$ cat src/rtl/clk_freq_monitor.sv
// Measures the period of a slow clock (clk_in) in clk_50M cycles, checks it against
// an expected value with tolerance, and reports lock, per-period faults and stuck input.
module clk_freq_monitor #(
    parameter int EXP_PERIOD = 16,
    parameter int TOL        = 1,
    parameter int LOCK_CNT   = 4,
    parameter int TIMEOUT    = 64
) (
    input  logic       clk_50M,
    input  logic       rst,
    input  logic       en,
    input  logic       clk_in,
    output logic [7:0] period,
    output logic       period_valid,
    output logic       fault,
    output logic       locked,
    output logic       stuck
);

    typedef enum logic [1:0] {
        IDLE    = 2'd0,
        ACQUIRE = 2'd1,
        MEASURE = 2'd2,
        LOCKED  = 2'd3
    } state_t;

    localparam logic [7:0] PER_LO    = 8'(EXP_PERIOD - TOL);
    localparam logic [7:0] PER_HI    = 8'(EXP_PERIOD + TOL);
    localparam logic [7:0] TIMEOUT_C = 8'(TIMEOUT);
    localparam logic [2:0] LOCK_C    = 3'(LOCK_CNT);

    state_t     state_reg, state_next;
    logic [2:0] sync_reg;
    logic [7:0] cnt_reg, cnt_next;
    logic [2:0] good_reg, good_next;
    logic [7:0] period_reg, period_next;
    logic       period_valid_reg, period_valid_next;
    logic       fault_reg, fault_next;
    logic       locked_reg, locked_next;
    logic       stuck_reg, stuck_next;

    logic       edge_det;
    logic       in_range;
    logic       timeout_hit;
    logic [2:0] good_inc;
    logic [7:0] cnt_inc;

    // Two metastability flops, then a third to form the rising-edge detector.
    always_ff @(posedge clk_50M or posedge rst) begin
        if (rst) begin
            sync_reg <= 3'b000;
        end else begin
            sync_reg <= {sync_reg[1:0], clk_in};
        end
    end

    assign edge_det    = sync_reg[1] & ~sync_reg[2];
    assign in_range    = (cnt_reg >= PER_LO) && (cnt_reg <= PER_HI);
    assign timeout_hit = (cnt_reg == TIMEOUT_C);
    assign good_inc    = (good_reg == 3'd7) ? good_reg : good_reg + 3'd1;
    assign cnt_inc     = (cnt_reg == 8'hFF) ? cnt_reg : cnt_reg + 8'd1;

    always_comb begin
        state_next        = state_reg;
        cnt_next          = cnt_reg;
        good_next         = good_reg;
        period_next       = period_reg;
        period_valid_next = 1'b0;
        fault_next        = 1'b0;
        stuck_next        = stuck_reg;

        if (!en) begin
            // Disable drops lock state but keeps the last period and stuck flag.
            state_next = IDLE;
            cnt_next   = 8'd0;
            good_next  = 3'd0;
        end else begin
            cnt_next = edge_det ? 8'd1 : cnt_inc;
            case (state_reg)
                IDLE: begin
                    state_next = ACQUIRE;
                    cnt_next   = 8'd0;
                end
                ACQUIRE: begin
                    // First edge only starts the interval; nothing is measured yet.
                    if (edge_det) begin
                        state_next = MEASURE;
                        stuck_next = 1'b0;
                    end
                end
                MEASURE, LOCKED: begin
                    // An edge wins over a coincident timeout.
                    if (edge_det) begin
                        period_next       = cnt_reg;
                        period_valid_next = 1'b1;
                        if (in_range) begin
                            good_next = good_inc;
                            if (good_inc >= LOCK_C) begin
                                state_next = LOCKED;
                            end
                        end else begin
                            fault_next = 1'b1;
                            good_next  = 3'd0;
                            state_next = MEASURE;
                        end
                    end else if (timeout_hit) begin
                        stuck_next = 1'b1;
                        good_next  = 3'd0;
                        state_next = ACQUIRE;
                    end
                end
                default: begin
                    state_next = IDLE;
                end
            endcase
        end

        locked_next = (state_next == LOCKED);
    end

    always_ff @(posedge clk_50M or posedge rst) begin
        if (rst) begin
            state_reg        <= IDLE;
            cnt_reg          <= 8'd0;
            good_reg         <= 3'd0;
            period_reg       <= 8'd0;
            period_valid_reg <= 1'b0;
            fault_reg        <= 1'b0;
            locked_reg       <= 1'b0;
            stuck_reg        <= 1'b0;
        end else begin
            state_reg        <= state_next;
            cnt_reg          <= cnt_next;
            good_reg         <= good_next;
            period_reg       <= period_next;
            period_valid_reg <= period_valid_next;
            fault_reg        <= fault_next;
            locked_reg       <= locked_next;
            stuck_reg        <= stuck_next;
        end
    end

    assign period       = period_reg;
    assign period_valid = period_valid_reg;
    assign fault        = fault_reg;
    assign locked       = locked_reg;
    assign stuck        = stuck_reg;

endmodule

$ cat config.mk
export PLATFORM = sky130hd
export DESIGN_NAME = clk_freq_monitor
export DESIGN_NICKNAME = d
export VERILOG_FILES = /design/src/rtl/clk_freq_monitor.sv
export SDC_FILE = /design/constraint.sdc
export NUM_CORES = 1
export LEC_CHECK = 0
export ABC_AREA = 1
export ABC_CLOCK_PERIOD_IN_PS = 1900
export CAP_MARGIN = 5
export CORE_AREA = 5 5 74 76
export CTS_CLUSTER_SIZE = 25
export DETAILED_ROUTE_END_ITERATION = 12
export DIE_AREA = 0 0 79 81
export MAX_ROUTING_LAYER = met4
export SKIP_LAST_GASP = 1
export SLEW_MARGIN = 20
export SYNTH_ARGS = -nofsm -noshare
export SYNTH_HDL_FRONTEND = slang
export SYNTH_SLANG_ARGS = --single-unit
$ cat constraint.sdc
create_clock -name clk_50M -period 1.9 [get_ports clk_50M]
set_input_delay 0.38 -clock clk_50M [delete_from_list [all_inputs] [get_ports clk_50M]]
set_output_delay 0.38 -clock clk_50M [all_outputs]
set_load 0.05 [all_outputs]
==> summary.md <==
Run status
* finished, final reports clean — run status

Floorplan
* 16 — Top Ports
* 79 um — Chip Width
* 6399 um^2 — Die Area
* 81 um — Die Y
* 25 — standard-cell rows
* 29.58% — initial cell density of the core
* 4661 um^2 — Floorplan Core Area

Setup path
* 9 — R2R depth
* 2 — maximum fanout along the worst path
* 1 — instance count on the critical path
* stuck — Reg-to-Reg End
* clkdlybuf4s50_1 — series of cell instances along the critical path
* 1440 ps — worst endpoint data arrival time
* cnt_reg[0] — worst flop-to-flop path startpoint
* 350 ps — flop2flop setup slack
* 800 ps — crit-path max cell delay
* period[6] — last element of the critical path
* period[6] — launching instance or port of the critical path
* output pin — capturing element type of the critical path
* sky130_fd_sc_hd__clkdlybuf4s50_1 — standard cell with the maximum stage delay on the critical path
* flop to output pin — path type of the worst setup path
* buffers and inverters — family of cells with the greatest summed delay on the critical path
* flop — critical path launch point type
* 1 — buffers and inverters on the worst path
* 1520 ps — required time of the worst setup path

Global routing
* 4719 um — wire length of the first global-routing pass
* 0 — antenna violations before repair
* 1,025 — vias in the first global route
* 0 — leftover overflow at the end of global routing
* 9.283% — total global-route track usage
* 29 — largest net degree at the start of global routing

STA
* 495.5 ps — slew of the pin with the lowest slew margin
* no — unrepaired setup endpoints after global routing
* 96.04% — fraction of the cycle the final worst path needs
* 0 — Max Transition Viols Final
* 66.86% — Slew headroom
* 0 — setup violators final
* 0.5480 GHz — highest attainable clock frequency
* 366.7 ps — worst hold slack across all endpoints
* 0 ps — setup total negative slack
* 0 — Final Hold Fails
* 1.912 ps — clock tree skew after final layout
* 1825 ps — minimum clock period after layout
* 75.32 ps — PnR worst setup slack

Power
* 0.8461 mW — Pint
* 685.8 nW/um^2 — Power Dens Cells
* 32.5% — clock share of power
* 0.2788 mW — power dissipated by switching net loads
* 0.2444 mV — worst vdd rail ir drop
* 1.125 mW — post-route total power
* 0.7868 nW — LEAKAGE
* 24.78% — Switching Fraction
* 56.1% — sequential group share of total power
* 11.4% — Gate power share

Synth
* 1379 um^2 — cell area after technology mapping
* 8.511 um^2 — mean instance size in the synthesized netlist
* 3.630% — adder-cell share of the synthesized area
* 28 — Yosys reg bits
* 170 — Syn Nets
* 0 — synthesis warning total
* 0% — area share of xor/xnor cells in the synthesized design
* 27.59% — synthesized-area fraction occupied by and/or/nand/nor cells
* simple AND/OR/NAND/NOR gates — largest family of logic cells by synthesized area
* 50.82% — sequential area share after synthesis
* 10.89% — share of the synthesized area in compound gates (AO/OA/AOI/OAI)
* 162 — post-synthesis cell count
* 23 — Yosys cell types
* 0% — mux share of post-synthesis cell area

Placement
* 1585 um^2 — Placed Instance Area
* 231 — placed instance count
* 15 — count of port buffers added during placement
* 0.8999 — weighted congestion reported at the end of routability-driven placement
* 178.3 ps — pre-CTS setup slack
* 1962 um — placed wire-length estimate after detailed placement

Route
* 10.91 um — final routed wire length divided by cell count
* 2565 um — post-detailed-routing wire length
* 1,060 — vias
* 4.511 — Via-to-Cell Ratio
* 4 — Pre-Repair DR Iteration Count
* 0 — # DRC
* 0 — antenna viol nets, final
* 108 — count of routing violations after the opening detailed-route iteration

Run
* 0 — Max-cap violations

Clocking
* 270 ps — insertion delay of the later-clocked pin in the worst-skew pair
* 3 — clock buffer count from CTS
* 1 — CTS H-Tree Depth
* 28 — clock sink count
* sky130_fd_sc_hd__clkbuf_8 — Clock Tree Root
* 0 — hold buffer count at CTS
* 2 — clock tree buffer depth
* 0 — postcts setup bufs
* 0 — number of gates resized after cts
* yes — CTS tree
* 90 ps — clock input transition at the sequential cells of the worst setup and hold paths

Finish
* 1640 um^2 — post-layout instance area
* 0 — number of diodes
* 18.97% — area growth from synthesis to layout
* 235 — post-route insts no fill
* 35.19% — utilization after layout
* 15.47% — layout cell share with drive strength beyond 1
* 190 — final-stage net count

Worst hold path
* flop to flop — worst hold path type

==> layout by cell type, fill, tap and decap left out, types with 2 or more instances in the layout <==
cell,count
sky130_fd_sc_hd__a21oi_1,5
sky130_fd_sc_hd__a21oi_2,2
sky130_fd_sc_hd__buf_4,4
sky130_fd_sc_hd__clkbuf_8,4
sky130_fd_sc_hd__clkdlybuf4s50_1,12
sky130_fd_sc_hd__dfrtp_1,28
sky130_fd_sc_hd__ha_1,4
sky130_fd_sc_hd__inv_1,19
sky130_fd_sc_hd__inv_2,4
sky130_fd_sc_hd__nand2_1,40
sky130_fd_sc_hd__nand2_2,3
sky130_fd_sc_hd__nand2_4,2
sky130_fd_sc_hd__nand3_1,6
sky130_fd_sc_hd__nand4_1,3
sky130_fd_sc_hd__nor2_1,17
sky130_fd_sc_hd__nor2_2,2
sky130_fd_sc_hd__nor2_4,4
sky130_fd_sc_hd__o21ai_0,10
sky130_fd_sc_hd__o21ai_1,6
==> worst reg2reg max path: stages (launching register included) <==
cell and delay (ps):
sky130_fd_sc_hd__dfrtp_1 450, sky130_fd_sc_hd__inv_1 130, sky130_fd_sc_hd__ha_1 170, sky130_fd_sc_hd__nand3_1 160, sky130_fd_sc_hd__nor2_1 130, sky130_fd_sc_hd__nand2_1 100, sky130_fd_sc_hd__o21ai_0 100, sky130_fd_sc_hd__nand2_1 70
sky130_fd_sc_hd__nand2_1 50, sky130_fd_sc_hd__o21ai_0 80
==> Yosys cell counts <==
cell                       instances  area share (%)
sky130_fd_sc_hd__a31oi_1           1            0.45
sky130_fd_sc_hd__nand2_2           3             1.4
sky130_fd_sc_hd__o21ai_1           6             2.2
sky130_fd_sc_hd__o21ai_2           1            0.64
sky130_fd_sc_hd__nand3_1           6             2.2
sky130_fd_sc_hd__ha_1              4             3.6
sky130_fd_sc_hd__a211oi_2          1            0.91
sky130_fd_sc_hd__a21oi_2           2             1.3
sky130_fd_sc_hd__nand4_1           3             1.4
sky130_fd_sc_hd__o21ai_0          10             3.6
sky130_fd_sc_hd__nand3b_1          1            0.54
sky130_fd_sc_hd__nor2_4            4             3.3
sky130_fd_sc_hd__nand2_4           2             1.6
sky130_fd_sc_hd__dfrtp_1          28              51
sky130_fd_sc_hd__inv_2             4             1.1
sky130_fd_sc_hd__nand2_1          40              11
sky130_fd_sc_hd__nor2_2            2            0.91
sky130_fd_sc_hd__a21oi_1           5             1.8
sky130_fd_sc_hd__or2_2             1            0.45
sky130_fd_sc_hd__nor2_1           17             4.6
sky130_fd_sc_hd__inv_1            19             5.2
sky130_fd_sc_hd__nor3_1            1            0.36
sky130_fd_sc_hd__buf_6             1            0.82
==> cell type report <==
class	instances	area [um^2]
inverter	23	86.33
fill	479	3020
multi-input combinational	110	580.6
sequential	28	700.7
tap	54	67.56
timing repair buffer	16	150.1
clock buffer	4	55.05
==> power by group through the flow <==
| stage | sequential, mW | clock, mW | combinational, mW |
|---|---|---|---|
| floorplan | 0.656 | 0 | 0.0792 |
| global placement | 0.642 | 0 | 0.131 |
| detailed placement | 0.643 | 0 | 0.131 |
| CTS | 0.631 | 0.379 | 0.131 |
| global route | 0.635 | 0.398 | 0.151 |
| finish | 0.631 | 0.365 | 0.129 |
==> routing by layer <==
| metal | GRT usage, % | wire length (um) | part of all wire, % |
|---|---|---|---|
| met3 | 0.6652 | 76 | 3.0 |
| met4 | 4.124 | 53 | 2.1 |
| met1 | 12.59 | 1292 | 50 |
| met2 | 14.31 | 1143 | 45 |
| met5 | - | 0 | 0 |
==> cell families after synthesis <==
logic type / after synthesis
adder cells (fa/ha/maj): 4
flip-flops: 28
buffers and inverters: 24
AND/OR/NAND/NOR: 80
AO/OA/AOI/OAI: 26
==> how the worst min path moves through the flow <==
stage                      startpoint           to  slack [ps]  cells after the start
after floorplan           sync_reg[0]  sync_reg[1]         330                      0
after global placement    sync_reg[0]  sync_reg[1]         340                      0
after detailed placement  sync_reg[0]  sync_reg[1]         350                      0
after CTS                 sync_reg[0]  sync_reg[1]         370                      0
after global routing      sync_reg[0]  sync_reg[1]         380                      0
final                     sync_reg[0]  sync_reg[1]         370                      0
(Power assumes the default switching activity.)
